**config.mk**
```make
export PLATFORM = sky130hd
export DESIGN_NAME = fb_scanout
export DESIGN_NICKNAME = d
export VERILOG_FILES = /design/src/rtl/fb_scanout_pkg.sv /design/src/rtl/fb_scanout_fifo.sv /design/src/rtl/fb_scanout.sv
export SDC_FILE = /design/constraint.sdc
export NUM_CORES = 1
export LEC_CHECK = 0
export ABC_AREA = 1
export BUFFER_PORTS_ARGS = -buffer_cell sky130_fd_sc_hd__buf_2
export CAP_MARGIN = 30
export CORE_ASPECT_RATIO = 0.6
export CORE_MARGIN = 1.5
export CORE_UTILIZATION = 40
export CTS_BUF_LIST = sky130_fd_sc_hd__clkbuf_16
export DETAILED_ROUTE_END_ITERATION = 7
export GPL_TIMING_DRIVEN = 0
export PLACE_DENSITY = 0.59
export SETUP_SLACK_MARGIN = 0.4
export SLEW_MARGIN = 20
export SYNTH_ARGS = -nofsm -noshare
export SYNTH_HDL_FRONTEND = slang
export SYNTH_SLANG_ARGS = --single-unit
```
**constraint.sdc**
```tcl
create_clock -name clk -period 2 [get_ports clk]
set_input_delay 0.1 -clock clk [delete_from_list [all_inputs] [get_ports clk]]
set_output_delay 0.1 -clock clk [all_outputs]
set_load 0.005 [all_outputs]
```
**src/rtl/fb_scanout_pkg.sv**
```systemverilog
// Shared rendering types for the frame-buffer scanout path: pixel and stream-flag
// structs, the FIFO word layout, byte offsets inside a pixel and the scanout FSM states.
package fb_scanout_pkg;

  typedef struct packed {
    logic [7:0] r;
    logic [7:0] g;
    logic [7:0] b;
  } pixel_t;

  typedef struct packed {
    logic sof;
    logic eol;
    logic eof;
  } pix_flags_t;

  typedef struct packed {
    pix_flags_t flags;
    pixel_t     pix;
  } fifo_word_t;

  localparam logic [1:0] B_OFS = 2'd0;
  localparam logic [1:0] G_OFS = 2'd1;
  localparam logic [1:0] R_OFS = 2'd2;
  localparam int BYTES_PER_PIXEL = 3;

  typedef enum logic [1:0] {
    ST_IDLE,
    ST_FETCH,
    ST_DRAIN
  } state_t;

endpackage

```
**src/rtl/fb_scanout_fifo.sv**
```systemverilog
// fb_pixel_fifo: 2-entry pixel FIFO (24-bit RGB plus sof/eol/eof) with a registered
// head entry, so the stream data and flags come straight from flops.
module fb_pixel_fifo
  import fb_scanout_pkg::*;
(
  input  logic       clk,
  input  logic       rst_n,
  input  logic       wr_en_i,
  input  fifo_word_t wr_data_i,
  input  logic       rd_en_i,
  output fifo_word_t rd_data_o,
  output logic [1:0] count_o,
  output logic       full_o,
  output logic       empty_o
);

  fifo_word_t head_q, head_d;
  fifo_word_t spare_q, spare_d;
  logic [1:0] count_q, count_d;
  logic       empty_q;
  logic       pop, push;

  assign pop  = rd_en_i && (count_q != 2'd0);
  assign push = wr_en_i && ((count_q != 2'd2) || pop);

  // head always holds the oldest entry; spare only fills when head is occupied
  always_comb begin
    head_d  = head_q;
    spare_d = spare_q;
    count_d = count_q;
    case (count_q)
      2'd0: begin
        if (push) begin
          head_d  = wr_data_i;
          count_d = 2'd1;
        end
      end
      2'd1: begin
        if (push && pop) begin
          head_d = wr_data_i;
        end else if (push) begin
          spare_d = wr_data_i;
          count_d = 2'd2;
        end else if (pop) begin
          count_d = 2'd0;
        end
      end
      default: begin
        if (pop) begin
          head_d = spare_q;
          if (push) spare_d = wr_data_i;
          else      count_d = 2'd1;
        end
      end
    endcase
  end

  always_ff @(posedge clk or negedge rst_n) begin
    if (!rst_n) begin
      head_q  <= '0;
      spare_q <= '0;
      count_q <= 2'd0;
      empty_q <= 1'b1;
    end else begin
      head_q  <= head_d;
      spare_q <= spare_d;
      count_q <= count_d;
      empty_q <= (count_d == 2'd0);
    end
  end

  assign rd_data_o = head_q;
  assign count_o   = count_q;
  assign full_o    = (count_q == 2'd2);
  assign empty_o   = empty_q;

endmodule

```
**src/rtl/fb_scanout.sv**
```systemverilog
// fb_scanout: raster-order frame-buffer reader producing a 24-bit RGB valid/ready stream.
// Define FB_SCANOUT_LOOP_EN for continuous scanout that repeats frames until reset.
module fb_scanout
  import fb_scanout_pkg::*;
#(
  parameter int RES_X  = 64,
  parameter int RES_Y  = 64,
  parameter int ADDR_W = 16
) (
  input  logic              clk,
  input  logic              rst_n,
  input  logic              start,
  output logic              busy,
  output logic              done,
  output logic              mem_rd_en,
  output logic [ADDR_W-1:0] mem_addr,
  input  logic [7:0]        mem_rdata,
  output logic              pix_valid,
  input  logic              pix_ready,
  output logic [23:0]       pix_data,
  output logic              pix_sof,
  output logic              pix_eol,
  output logic              pix_eof
);

  localparam int XW = (RES_X > 1) ? $clog2(RES_X) : 1;
  localparam int YW = (RES_Y > 1) ? $clog2(RES_Y) : 1;

  state_t            state_q;
  logic              busy_q, done_q, rd_en_q;
  logic [ADDR_W-1:0] addr_q;
  logic [1:0]        phase_q, pend_q;
  logic [XW-1:0]     x_q;
  logic [YW-1:0]     y_q;
  logic              ret_vld_q;
  logic [1:0]        ret_phase_q;
  pix_flags_t        ret_flags_q;
  logic [7:0]        b_q, g_q;

  logic       last_x, last_y, mid_pixel, r_issue, last_issue, stop_fetch;
  logic       room, new_px, fifo_wr, hs;
  logic [2:0] occ;
  pix_flags_t cur_flags;
  fifo_word_t wr_word, rd_word;
  logic [1:0] fifo_cnt;
  logic       fifo_full, fifo_empty;

  assign last_x     = (x_q == XW'(RES_X - 1));
  assign last_y     = (y_q == YW'(RES_Y - 1));
  assign cur_flags  = '{sof: (x_q == '0) && (y_q == '0), eol: last_x, eof: last_x && last_y};
  assign mid_pixel  = rd_en_q && (phase_q != R_OFS);
  assign r_issue    = rd_en_q && (phase_q == R_OFS);
  assign last_issue = r_issue && last_x && last_y;
`ifdef FB_SCANOUT_LOOP_EN
  assign stop_fetch = 1'b0;
`else
  assign stop_fetch = last_issue;
`endif

  // pixels in flight are counted from their B read until the FIFO write
  assign occ    = {1'b0, fifo_cnt} + {1'b0, pend_q};
  assign room   = !fifo_full && (occ < 3'd2);
  assign new_px = ((state_q == ST_IDLE) && start) ||
                  ((state_q == ST_FETCH) && !mid_pixel && !stop_fetch && room);
  assign fifo_wr = ret_vld_q && (ret_phase_q == R_OFS);
  assign hs      = pix_valid && pix_ready;

  always_ff @(posedge clk or negedge rst_n) begin
    if (!rst_n) begin
      state_q <= ST_IDLE;
      busy_q  <= 1'b0;
      done_q  <= 1'b0;
      rd_en_q <= 1'b0;
      addr_q  <= '0;
      phase_q <= B_OFS;
      pend_q  <= 2'd0;
      x_q     <= '0;
      y_q     <= '0;
    end else begin
      done_q  <= hs && pix_eof;
      rd_en_q <= mid_pixel || new_px;
      if (mid_pixel)   phase_q <= phase_q + 2'd1;
      else if (new_px) phase_q <= B_OFS;

      if (last_issue)   addr_q <= '0;
      else if (rd_en_q) addr_q <= addr_q + ADDR_W'(1);

      if (r_issue) begin
        if (last_x) begin
          x_q <= '0;
          y_q <= last_y ? '0 : y_q + YW'(1);
        end else begin
          x_q <= x_q + XW'(1);
        end
      end

      case ({new_px, fifo_wr})
        2'b10:   pend_q <= pend_q + 2'd1;
        2'b01:   pend_q <= pend_q - 2'd1;
        default: pend_q <= pend_q;
      endcase

      case (state_q)
        ST_IDLE: begin
          if (start) begin
            state_q <= ST_FETCH;
            busy_q  <= 1'b1;
            addr_q  <= '0;
            x_q     <= '0;
            y_q     <= '0;
          end
        end
        ST_FETCH: begin
          if (stop_fetch) state_q <= ST_DRAIN;
        end
        ST_DRAIN: begin
          if (hs && pix_eof) begin
            state_q <= ST_IDLE;
            busy_q  <= 1'b0;
          end
        end
        default: state_q <= ST_IDLE;
      endcase
    end
  end

  // bytes return one cycle after their read; R goes straight into the FIFO word
  always_ff @(posedge clk or negedge rst_n) begin
    if (!rst_n) begin
      ret_vld_q   <= 1'b0;
      ret_phase_q <= B_OFS;
      ret_flags_q <= '0;
      b_q         <= '0;
      g_q         <= '0;
    end else begin
      ret_vld_q   <= rd_en_q;
      ret_phase_q <= phase_q;
      if (r_issue) ret_flags_q <= cur_flags;
      if (ret_vld_q && (ret_phase_q == B_OFS)) b_q <= mem_rdata;
      if (ret_vld_q && (ret_phase_q == G_OFS)) g_q <= mem_rdata;
    end
  end

  assign wr_word = '{flags: ret_flags_q, pix: '{r: mem_rdata, g: g_q, b: b_q}};

  fb_pixel_fifo u_fifo (
    .clk       (clk),
    .rst_n     (rst_n),
    .wr_en_i   (fifo_wr),
    .wr_data_i (wr_word),
    .rd_en_i   (pix_ready),
    .rd_data_o (rd_word),
    .count_o   (fifo_cnt),
    .full_o    (fifo_full),
    .empty_o   (fifo_empty)
  );

  assign busy      = busy_q;
  assign done      = done_q;
  assign mem_rd_en = rd_en_q;
  assign mem_addr  = addr_q;
  assign pix_valid = !fifo_empty;
  assign pix_data  = rd_word.pix;
  assign pix_sof   = rd_word.flags.sof;
  assign pix_eol   = rd_word.flags.eol;
  assign pix_eof   = rd_word.flags.eof;

endmodule
```
* Word level (Yosys, flattened, before mapping)
Cells that the tools add are included.
** Cells by class
- Bitwise gates (word level) :: 1
- Reduce and logical (&&, ||, !) cells :: 42
- Multiplexer cells :: 38
- Equal/unequal tests :: 19
- Add/subtract/negate cells :: 7
- Order comparisons :: 1
** Operators by type and width (number)
- 2-to-1 mux 27 bit :: 6
- case mux 27 bit (2 select lines) :: 2
- 2-to-1 mux 16 bit :: 4
- 2-to-1 mux 6 bit :: 9
- 2-to-1 mux 2 bit :: 11
- logical AND 1 bit :: 19
- adder 16 x 1 -> 16 bit (second input constant) :: 1
- adder 6 x 1 -> 6 bit (second input constant) :: 2
- equality test 6 bit (second input constant) :: 2
- zero test 6 bit :: 2
- inequality test 2 bit (second input constant) :: 6
- AND reduction 3 bit :: 4
- equality test 2 bit (second input constant) :: 5
- nonzero test 2 bit :: 5
- equality test 2 x 1 -> 1 bit (second input constant) :: 4
- zero test 2 bit :: 4
- case mux 2 bit (2 select lines) :: 2
- case mux 2 bit (3 select lines) :: 1
- adder 2 x 1 -> 2 bit (second input constant) :: 2
- zero test 1 bit :: 4
- inequality test 2 x 1 -> 1 bit (second input constant) :: 2
- adder 2 x 2 -> 3 bit :: 1
- logical OR 1 bit :: 3
- less-than comparator 3 x 2 -> 1 bit (second input constant) :: 1
- other kinds (5) :: 6
** Storage, ports and cells
- Register bits :: 116

* Longest topological paths before layout
Gate-level depths: netlist of run 1.
- Word-level depth :: 10
- Gate-level depth with buffers :: 13
- Gate-level depth less buffers :: 13

* Hierarchy
A second synthesis of run 1 with hierarchy kept.
** Unflattened totals
- Cell total of the unflattened synthesis :: 639
- Area, all modules :: 5506.5 um2
** Modules (own cells, without submodules)
- fb_pixel_fifo :: cells each 343, seq. area each 1427.6 um2, times used 1, area an instance 2771.4 um2
- fb_scanout :: cells each 296, seq. area each 1476.4 um2, times used 1, area an instance 2735.1 um2

* Worst setup path after synthesis of run 1
OpenSTA, ideal clock, no wires.
- Kind :: reg-to-reg
- Start point :: register pend_q[0]
- End point :: register pend_q[1]
- Stages on the path, launching flop included :: 14
- Data arrival time :: 1.992 ns
- Slack :: -0.116 ns
- Data required time :: 1.876 ns
- Path buffers :: 0
- Period minus slack after synthesis :: 2.116 ns
- Library setup time :: 0.124 ns
- Path through :: dfrtp_1 -> nand2_1 -> inv_1 -> fa_1 -> nor2_1 -> o21ai_0 -> nor2_1 -> nand3_1 -> nand2_1 -> inv_1 -> ha_1 -> a21oi_1 -> o21ai_0 -> xnor2_1
** On the way
- Word-level cells in the longest chain between the ends :: 7
** RTL lines
- from (decl) :: RTL line fb_scanout.sv:32 : logic [1:0] phase_q, pend_q;
- from (signal assigned) :: RTL line fb_scanout.sv:98 : 2'b10: pend_q <= pend_q + 2'd1;
- from (signal assigned) :: RTL line fb_scanout.sv:99 : 2'b01: pend_q <= pend_q - 2'd1;
- from (signal assigned) :: RTL line fb_scanout.sv:100 : default: pend_q <= pend_q;
- adder 2 x 2 -> 3 bit :: RTL line fb_scanout.sv:61 : assign occ = {1'b0, fifo_cnt} + {1'b0, pend_q};
- less-than comparator 3 x 2 -> 1 bit :: RTL line fb_scanout.sv:62 : assign room = !fifo_full && (occ < 3'd2);
- logical AND 1 bit :: RTL line fb_scanout.sv:62
- logical AND 1 bit :: RTL line fb_scanout.sv:64 : ((state_q == ST_FETCH) && !mid_pixel && !stop_fetch && room);
- logical OR 1 bit :: RTL line fb_scanout.sv:63 : assign new_px = ((state_q == ST_IDLE) && start) ||
- equality test 2 x 1 -> 1 bit or equality test 2 bit (tied branches) :: RTL line fb_scanout.sv:97 : case ({new_px, fifo_wr})
- case mux 2 bit (2 select lines) or nonzero test 2 bit (tied branches)
Parallel ways exist; a longest one is shown, timed or not.
A chain may end at the register's enable or synchronous reset.

* Worst setup path in the final report of run 1
- Start point :: register u_fifo.count_q[0], in the netlist u_fifo.count_o[0]
- End point :: register pend_q[1]
** On the way
- Word-level cells in the longest chain between the ends :: 7
** RTL lines
- from (decl) :: RTL line fb_scanout_fifo.sv:19 : logic [1:0] count_q, count_d;
- from (signal assigned) :: RTL line fb_scanout_fifo.sv:67 : count_q <= count_d;
- adder 2 x 2 -> 3 bit or equality test 2 bit (tied branches) :: RTL line fb_scanout.sv:61, fb_scanout_fifo.sv:74
- less-than comparator 3 x 2 -> 1 bit or zero test 1 bit (tied branches) :: RTL line fb_scanout.sv:62
- logical AND 1 bit (*) :: RTL line fb_scanout.sv:62
- logical AND 1 bit (*) :: RTL line fb_scanout.sv:64
- logical OR 1 bit (*) :: RTL line fb_scanout.sv:63
- equality test 2 x 1 -> 1 bit or equality test 2 bit (tied branches) :: RTL line fb_scanout.sv:97
- case mux 2 bit (2 select lines) or nonzero test 2 bit (tied branches)
Every way passes the cells marked *; elsewhere a longest branch is shown, timed or not.

==> results of run 1 <==
stage by stage:
step                      hold slack (ns)   TNS, ns
after floorplan                   -0.1956         0
after global placement             0.2902    -68.29
after detailed placement           0.1003   -0.1603
after CTS                         0.05179  -0.03715
after global routing              0.08017   -0.4009
final                             0.08034   -0.1364
worst paths after layout:
check | end
max | pend_q[1]$_DFFE_PN0P_
min reg2reg | ret_phase_q[1]$_DFF_PN0_
min in group asynchronous | mem_addr[5]$_DFF_PN0_
max in group asynchronous | u_fifo.count_o[1]$_DFF_PN0_
max reg2reg | pend_q[1]$_DFFE_PN0P_
min | done$_DFF_PN0_
registers in the layout (all words and copies together) (netlist names), 2 cells and up:
name	flops
state_q	2
pend_q	2
x_q	6
g_q	8
ret_flags_q	3
mem_addr	16
phase_q	2
u_fifo.count_o	2
y_q	6
ret_phase_q	2
b_q	8
u_fifo.spare_q	27
u_fifo.rd_data_o	27
where the power goes:
group          switching, mW  total, mW  leakage (nW)  internal (mW)
Clock                   1.01       2.52         0.263           1.51
Combinational           1.92       3.53          1.61           1.61
Sequential             0.650       3.90          1.44           3.25
Total                   3.57       9.94          3.32           6.37
repair_timing:
action,in CTS,in global routing
endpoints found under the setup margin,32,64
resized for setup,6,45
gates cloned,0,2
buffers inserted,4,20
pin swaps,2,11
hold buffers,10,0
hold endpoints to repair,62,0
area by class of cell:
cell class | instances | area (um2) | share of cell area (%)
multi-input combinational | 397 | 2132 | 31.40
clock buffer | 17 | 425.4 | 6.265
clock inverter | 15 | 62.56 | 0.9213
sequential | 116 | 2907 | 42.80
buffer | 21 | 163.9 | 2.414
inverter | 55 | 209.0 | 3.077
timing repair buffer | 95 | 678.2 | 9.987
tap | 170 | 212.7 | 3.132
cell usage in the layout (no fill, tap or decap), types with 5 or more instances in the layout:
cell type / count
buf_6: 9
buf_2: 62
clkinv_1: 5
o21ai_0: 34
nand2_2: 5
nand2_1: 167
clkbuf_16: 19
nand4_1: 7
buf_4: 21
dlygate4sd3_1: 10
a31oi_1: 26
xor2_1: 6
nand3_1: 21
nor3_1: 10
dfrtp_1: 113
inv_2: 6
a21oi_1: 13
nor2_4: 10
nor2_1: 54
inv_1: 55
logic make-up (layout without fill, tap and decap cells):
kind of cell / after synthesis / after routing / share of synthesized area, %
AO/OA/AOI/OAI: 87 / 87 / 9.633
XOR/XNOR: 11 / 11 / 1.836
adder cells (fa/ha/maj): 8 / 8 / 2.050
buffers and inverters: 76 / 203 / 6.271
flip-flops: 116 / 116 / 55.34
AND/OR/NAND/NOR: 291 / 291 / 24.87
routing by layer:
| metal | track usage (%) | vias up | part of all wire, % |
|---|---|---|---|
| met2 | 28.04 | 113 | 43 |
| met3 | 5.174 | 13 | 5.6 |
| met5 | 0 | - | 0 |
| li1 | - | 2131 | - |
| met4 | 6.068 | 0 | 1.0 |
| met1 | 30.75 | 2160 | 50 |
worst register-to-register path, cell delays in order, from the launching register on:
cell	delay (ns)
dfrtp_1	0.38
nand2_1	0.07
inv_1	0.04
fa_1	0.43
nor2_1	0.11
o21ai_1	0.08
nor2_1	0.11
nand3_1	0.10
nand2_1	0.08
inv_2	0.06
ha_4	0.22
a21oi_2	0.09
o21ai_1	0.09
xnor2_1	0.13
==> metrics.txt, run 1 <==
fin nets 723; CP max stage delay 0.43 ns; routed wire length 13160 um; failing checks negative setup slack; Final Hold Vio Count 0; largest net degree at the start of global routing 64; Post-synth EDFFs 0; DP Area 5801 um2; antenna cells 0; final cell count without fillers 886; reg2reg setup slack -0.1 ns; CP endpoint kind flip-flop; max-cap viol count 0; Hold Crit Class primary input to flip-flop; hold path startpoint pix_ready; share of the core filled with cells 53.00%; Lkg Pwr 3.318 nW; Worst EP required 2.30 ns; top cell type's share of synthesized area 54.84%; Setup violations, final 2; total power 9.945 mW; worst skew pair latency 0.42 ns; die width 150.9 um; antenna violations before repair 0; FP Rows 32; Cell Chain, Critical Path nand2_1 > inv_1 > fa_1 > nor2_1 > o21ai_1 > nor2_1 > nand3_1 > nand2_1 > inv_2 > ha_4 > a21oi_2 > o21ai_1 > xnor2_1; WP data arrival 2.40 ns; clk sinks 116; critical path launch point type flip-flop; Die Y 91.72 um; hold path depth 3; CP bufs+invs 2; post-route cell area 6790 um2; Pre-antenna DRT Iters 5; Max transition margin 65.19%; pwr dens 1465 nW/um2; top achievable clock speed 0.4770 GHz; CTS tree built; Netlist cell types 37; period utilization 104.8%; stages on the worst setup path 13; Post-synth ARST share 100.0%; RSZ-0062 raised after global routing yes; die area 13840 um2; final critical-path required period 2.096 ns; Area contributors post-synth dfrtp_1, nand2_1, nor2_1, inv_1, o21ai_0; top cells by count, synth nand2_1, dfrtp_1, nor2_1; area leader, netlist dfrtp_1; Synth-to-Final Area Change 29.40%; drt initial violations 318; dpl cells 818; clock root buffer clkbuf_16; most frequent cell after synthesis nand2_1; cell at the slowest stage of the critical path fa_1; Slew @ Worst Pin 0.5222 ns; H-tree Lvls 4; VDD IR max 0.7025 mV; Initial Util 40.96%; Setup WS pre-CTS -0.1603 ns; DR vias 4417; vias per cell 4.985; GPL Wtd Cong 0.8226; Worst Setup SP u_fifo.count_o[0]$_DFF_PN0_; Post-Syn Nets 609; HPWL Detailed 9048 um; ys flop type dfrtp_1; first-pass GRT wire length 21100 um; Fillers 1166; critical path class flip-flop to flip-flop; CP top delay family adder cells; Yosys warning count 0; Post-Syn Area per Cell 8.909 um2; core footprint 12810 um2; RR Startpoint u_fifo.count_o[0]$_DFF_PN0_; Post-DRT Antenna Nets 0; vias in the first global route 4184; Post-Synthesis Cells 589; clock-pin slew on the worst setup and hold paths 0.05 ns; gr ovfl total 0; ratio of cells with drive above 1 in the final layout 24.30%; Clock Skew 0.01035 ns; Residual DRC 0; crit path max fanout 2; fin worst setup slack -0.09622 ns; Total Routing Usage GR 20.24%; fin. max-slew vios 0; Ports 59; WL/cell 14.86 um; Buffers on Ports 58; worst-case clock buffer depth 2; Seq cells post-synth 116; status complete, but fails checks; Post-Syn Area 5248 um2; Reg2Reg Depth 13; TritonCTS Buffers 17; sequential fraction of the synthesis area 55.34%
(Power assumes the default switching activity.)
==> run 2: changes to the inputs <==
--- a/config.mk
+++ b/config.mk
@@ -15,7 +15,9 @@
 export DETAILED_ROUTE_END_ITERATION = 7
 export GPL_TIMING_DRIVEN = 0
 export PLACE_DENSITY = 0.59
+export REMOVE_ABC_BUFFERS = 1
 export SETUP_SLACK_MARGIN = 0.4
+export SKIP_CTS_REPAIR_TIMING = 1
 export SLEW_MARGIN = 20
 export SYNTH_ARGS = -nofsm -noshare
 export SYNTH_HDL_FRONTEND = slang
==> constraint.sdc (replaced) <==
create_clock -name clk -period 2 [get_ports clk]
set_input_delay 0.1 -clock clk [delete_from_list [all_inputs] [get_ports clk]]
set_output_delay 0.1 -clock clk [all_outputs]
set_load 0.05 [all_outputs]
==> run 2 against run 1 <==
  * The flow finishes with violations (negative hold slack, negative setup slack)
  * Via count increased by 1.4%
  * Sequential power rose by 5.1%
  * Total power rose by 27%
  * Sequential cell count did not move
  * Clock skew is 0.00089 ns higher
  * Clock power up 23%
  * Die area unchanged
  * Critical path type unchanged
==> metrics.txt, run 2 (same netlist as run 1, synthesis figures left out) <==
CTS tree built; hold path startpoint mem_rdata[6]; CP endpoint kind flip-flop; first-pass GRT wire length 19640 um; WP data arrival 2.53 ns; DR vias 4481; TritonCTS Buffers 17; critical path class flip-flop to flip-flop; clk sinks 116; GPL Wtd Cong 0.7778; CP max stage delay 0.45 ns; period utilization 112.4%; Max transition margin 62.29%; Total Routing Usage GR 18.18%; Initial Util 40.96%; Slew @ Worst Pin 0.5656 ns; HPWL Detailed 7534 um; ratio of cells with drive above 1 in the final layout 34.26%; Ports 59; RSZ-0062 raised after global routing yes; Worst Setup SP pend_q[0]$_DFFE_PN0P_; Synth-to-Final Area Change 41.89%; Final Hold Vio Count 2; Hold Slack -0.03597 ns; register area 2910 um2; VDD IR max 0.6247 mV; core footprint 12810 um2; reg2reg setup slack -0.25 ns; clock-pin slew on the worst setup and hold paths 0.06 ns; antenna violations before repair 0; Multi-input gate area 2489 um2; worst skew pair latency 0.41 ns; final critical-path required period 2.249 ns; fin worst setup slack -0.2486 ns; Min-Delay Endpoint u_fifo.rd_data_o[22]$_DFFE_PN0P_; crit path max fanout 4; status complete, but fails checks; fin. max-slew vios 0; critical path launch point type flip-flop; vias per cell 5.029; Buffers on Ports 58; fin nets 728; Setup violations, final 2; WL/cell 15.99 um; dpl cells 799; drt initial violations 269; failing checks negative hold slack, negative setup slack; routed wire length 14250 um; cell at the slowest stage of the critical path dfrtp_2; pwr dens 1699 nW/um2; antenna cells 0; top achievable clock speed 0.4447 GHz; worst-case clock buffer depth 2; CP bufs+invs 2; hold path depth 3; Lkg Pwr 3.492 nW; Fillers 1089; FP Rows 32; Worst EP required 2.28 ns; H-tree Lvls 4; Post-DRT Antenna Nets 0; final cell count without fillers 891; vias in the first global route 4023; Residual DRC 0; die width 150.9 um; Cell Chain, Critical Path nand2_2 > inv_2 > fa_1 > nor2_2 > o21ai_1 > nor2_1 > nand3_1 > nand2_1 > inv_2 > ha_4 > a21oi_2 > o21ai_1 > xnor2_1; CP top delay family adder cells; Hold Crit Class primary input to flip-flop; max-cap viol count 0; Pre-antenna DRT Iters 5; Reg2Reg Depth 13; die area 13840 um2; Clock Skew 0.01123 ns; gr ovfl total 0; RR Startpoint pend_q[0]$_DFFE_PN0P_; clock root buffer clkbuf_16; largest net degree at the start of global routing 61; most common cell after layout, fill and taps aside nand2_1; R2R Path End pend_q[1]$_DFFE_PN0P_; Die Y 91.72 um; most frequent cells in the layout nand2_1, dfrtp_1, buf_2, inv_1, nor2_1
==> run 2: cell type report <==
class	count	area share [%]
sequential	116	39.09
multi-input combinational	400	33.42
inverter	55	3.159
clock buffer	17	5.713
timing repair buffer	117	13.36
clock inverter	15	2.285
timing repair inverter	1	0.1176
tap	170	2.857
==> run 2: through the flow <==
stage / power (mW) / instance area, um2 / setup slack (ns) / util, % / TNS, ns
floorplan: 6.762 / 5125 / -0.5247 / - / -9.661
global placement: 7.682 / 5628 / -1.391 / 43.93 / -140.06
detailed placement: 7.957 / 5718 / -0.7204 / 44.63 / -32.12
CTS: 11.07 / 6314 / -0.7949 / 49.28 / -33.07
global route: 13.32 / 7446 / -0.3589 / 58.12 / -0.6532
finish: 12.65 / 7446 / -0.2486 / 58.12 / -0.4432
==> run 2: worst register-to-register path: stages, from the launching register on <==
cell     delay, ns
dfrtp_2       0.45
nand2_2       0.08
inv_2         0.04
fa_1          0.45
nor2_2        0.10
o21ai_1       0.08
nor2_1        0.13
nand3_1       0.11
nand2_1       0.09
inv_2         0.06
ha_4          0.22
a21oi_2       0.10
o21ai_1       0.08
xnor2_1       0.12
==> run 2: where the power goes <==
| part | internal, mW | switching, mW | total [mW] |
|---|---|---|---|
| clock network | 2.05 | 1.05 | 3.10 |
| registers | 3.25 | 0.843 | 4.10 |
| logic | 2.03 | 3.43 | 5.46 |
==> run 2: how the worst max path moves through the flow <==
stage | to | depth (start not counted)
final | pend_q[1]$_DFFE_PN0P_ | 13
after global routing | pend_q[1]$_DFFE_PN0P_ | 13
after CTS | u_fifo.spare_q[18]$_DFFE_PN0P_ | 5
after detailed placement | u_fifo.spare_q[18]$_DFFE_PN0P_ | 5
after global placement | u_fifo.rd_data_o[24]$_DFFE_PN0P_ | 4
after floorplan | pend_q[1]$_DFFE_PN0P_ | 11
==> run 2: routing by layer <==
layer | vias up | routed length (um) | share of wire [%] | global-route usage, %
met1 | 2203 | 6728 | 47 | 25.97
met5 | - | 0 | 0 | 0
met4 | 0 | 139 | 0.98 | 5.259
met2 | 108 | 6689 | 47 | 27.17
met3 | 17 | 688 | 4.8 | 4.726
li1 | 2153 | - | - | -
==> run 3: changes to the inputs <==
--- a/config.mk
+++ b/config.mk
@@ -6,15 +6,15 @@
 export NUM_CORES = 1
 export LEC_CHECK = 0
 export ABC_AREA = 1
-export BUFFER_PORTS_ARGS = -buffer_cell sky130_fd_sc_hd__buf_2
 export CAP_MARGIN = 30
 export CORE_ASPECT_RATIO = 0.6
 export CORE_MARGIN = 1.5
 export CORE_UTILIZATION = 40
 export CTS_BUF_LIST = sky130_fd_sc_hd__clkbuf_16
 export DETAILED_ROUTE_END_ITERATION = 7
+export DONT_BUFFER_PORTS = 1
 export GPL_TIMING_DRIVEN = 0
-export PLACE_DENSITY = 0.59
+export PLACE_DENSITY = 0.55
 export REMOVE_ABC_BUFFERS = 1
 export SETUP_SLACK_MARGIN = 0.4
 export SKIP_CTS_REPAIR_TIMING = 1
==> run 3 against run 2 <==
  * The flow still finishes with violations (negative hold slack, negative setup slack)
  * Sequential share of layout area is 2.8 points higher
  * Non-clock buffer count is 62 lower
  * Clock skew is 0.0023 ns lower
  * Count of clock-buffer cells in the layout stayed put
  * Clock power is 6% lower
  * Fmax is 4.5% higher
  * Final area is 6.1% lower
  * First-iteration DRC count is 17% lower
  * Register-to-register slack better by 0.097 ns
  * Final cell count is 6.8% lower
  * Critical endpoint unchanged
==> metrics.txt, run 3 (same netlist as run 1, synthesis figures left out) <==
status complete, but fails checks; failing checks negative hold slack, negative setup slack; Setup WS pre-CTS -0.8068 ns; antenna violations before repair 0; most frequent cells in the layout nand2_1, dfrtp_1, inv_1; share of the core filled with cells 54.57%; Hold Slack -0.6160 ns; HPWL Detailed 7192 um; Clock Skew 0.008884 ns; Max transition margin 54.66%; ratio of cells with drive above 1 in the final layout 26.52%; fin nets 667; worst-case clock buffer depth 2; Post-DRT Antenna Nets 0; Cell Chain, Critical Path nand2_1 > inv_2 > fa_1 > nor2_1 > o21ai_1 > nor2_1 > nand3_1 > nand2_1 > inv_2 > ha_4 > a21oi_2 > o21ai_1 > xnor2_1; CP bufs+invs 2; Initial Util 40.96%; core footprint 12810 um2; top achievable clock speed 0.4648 GHz; clock root buffer clkbuf_16; Buffers on Ports 0; DR vias 4165; GPL Wtd Cong 0.7987; dpl cells 739; DP Area 5366 um2; first-pass GRT wire length 19180 um; Clock Power Share 24.5%; fin worst setup slack -0.1513 ns; critical path class flip-flop to flip-flop; Die Y 91.72 um; critical path launch point type flip-flop; Slew @ Worst Pin 0.6781 ns; max-cap viol count 0; Top Layer Used met4; die width 150.9 um; worst skew pair latency 0.41 ns; FP Rows 32; clk sinks 116; fin. max-slew vios 0; final cell count without fillers 830; met1 wire length 6806 um; WP data arrival 2.43 ns; H-tree Lvls 4; final critical-path required period 2.151 ns; largest net degree at the start of global routing 117; Worst EP required 2.28 ns; CTS tree built; Residual DRC 0; Comb pwr share 31.1%; Ports 59; Synth-to-Final Area Change 33.24%; DR WL met2 6028 um; post-route cell area 6992 um2; period utilization 107.6%; NetSw 5.173 mW; P_int 6.730 mW; Hold Crit Class primary input to asynchronous set/reset pin; Setup TNS Final -0.1513 ns; met3 WL 908 um; crit path max fanout 4; sw frac 43.46%; pwr dens 1703 nW/um2; gr ovfl total 0; drt initial violations 224; Lkg Pwr 3.124 nW; Final Hold Vio Count 116; CP max stage delay 0.44 ns; Pre-antenna DRT Iters 4; sequential power share 44.4%; RSZ-0062 raised after global routing yes; VDD IR max 0.7628 mV; CP endpoint kind flip-flop; routed wire length 13900 um; most common cell after layout, fill and taps aside nand2_1; CP top delay family adder cells; vias per cell 5.018; TritonCTS Buffers 17; cell at the slowest stage of the critical path fa_1; Setup violations, final 1; Fillers 1115; vias in the first global route 3720; total power 11.90 mW; clock-pin slew on the worst setup and hold paths 0.06 ns; Total Routing Usage GR 17.88%; antenna cells 0; die area 13840 um2; WL/cell 16.74 um
==> run 3: changes by cell type in the layout (fill, tap and decap cells not counted), moves of 4 or more <==
cell | before | now
buf_2 | 57 | 0
nand2_1 | 137 | 163
nand2_2 | 25 | 7
dfrtp_1 | 112 | 100
dfrtp_2 | 2 | 12
nand2_4 | 11 | 3
buf_6 | 11 | 5
clkinvlp_4 | 0 | 6
clkinv_2 | 7 | 2
o21ai_0 | 27 | 31
o21ai_2 | 9 | 5
==> run 3: per-layer routing <==
metal	global-route usage, %	vias to the layer above
li1	-	2032
met1	26.25	2029
met2	25.61	90
met3	4.478	14
met4	5.906	0
met5	0	-
==> run 3: layout make-up <==
cell class              count  area, um2  share of cell area (%)
well taps                 170      212.7                   3.042
repair buffers             55      596.8                   8.536
clock buffers              17      425.4                   6.084
repair inverters            1      8.758                  0.1253
inverters                  55      240.2                   3.436
multi-input cells         401       2434                   34.81
clock inverters            15      143.9                   2.058
flip-flops and latches    116       2930                   41.91
==> run 3: final timing paths <==
kind	startpoint	slack (ns)	cells after the start	to
min in group clk	pix_ready	0.02	5	u_fifo.count_o[0]$_DFF_PN0_
min reg2reg	u_fifo.spare_q[15]$_DFFE_PN0P_	0.47	2	u_fifo.spare_q[15]$_DFFE_PN0P_
max	u_fifo.count_o[0]$_DFF_PN0_	-0.15	13	pend_q[1]$_DFFE_PN0P_
max reg2reg	u_fifo.count_o[0]$_DFF_PN0_	-0.15	13	pend_q[1]$_DFFE_PN0P_
min	rst_n	-0.62	0	mem_addr[10]$_DFF_PN0_
max in group asynchronous	rst_n	2.36	0	u_fifo.empty_o$_DFF_PN1_
==> run 3: power groups by stage <==
stage                     logic [mW]  registers, mW  clock network, mW
after global placement          2.14           5.17                  0
after CTS                       2.30           5.17               2.97
after global routing            4.09           5.40               3.09
final                           3.70           5.28               2.92
after detailed placement        2.29           5.20                  0
after floorplan                 1.79           4.97                  0
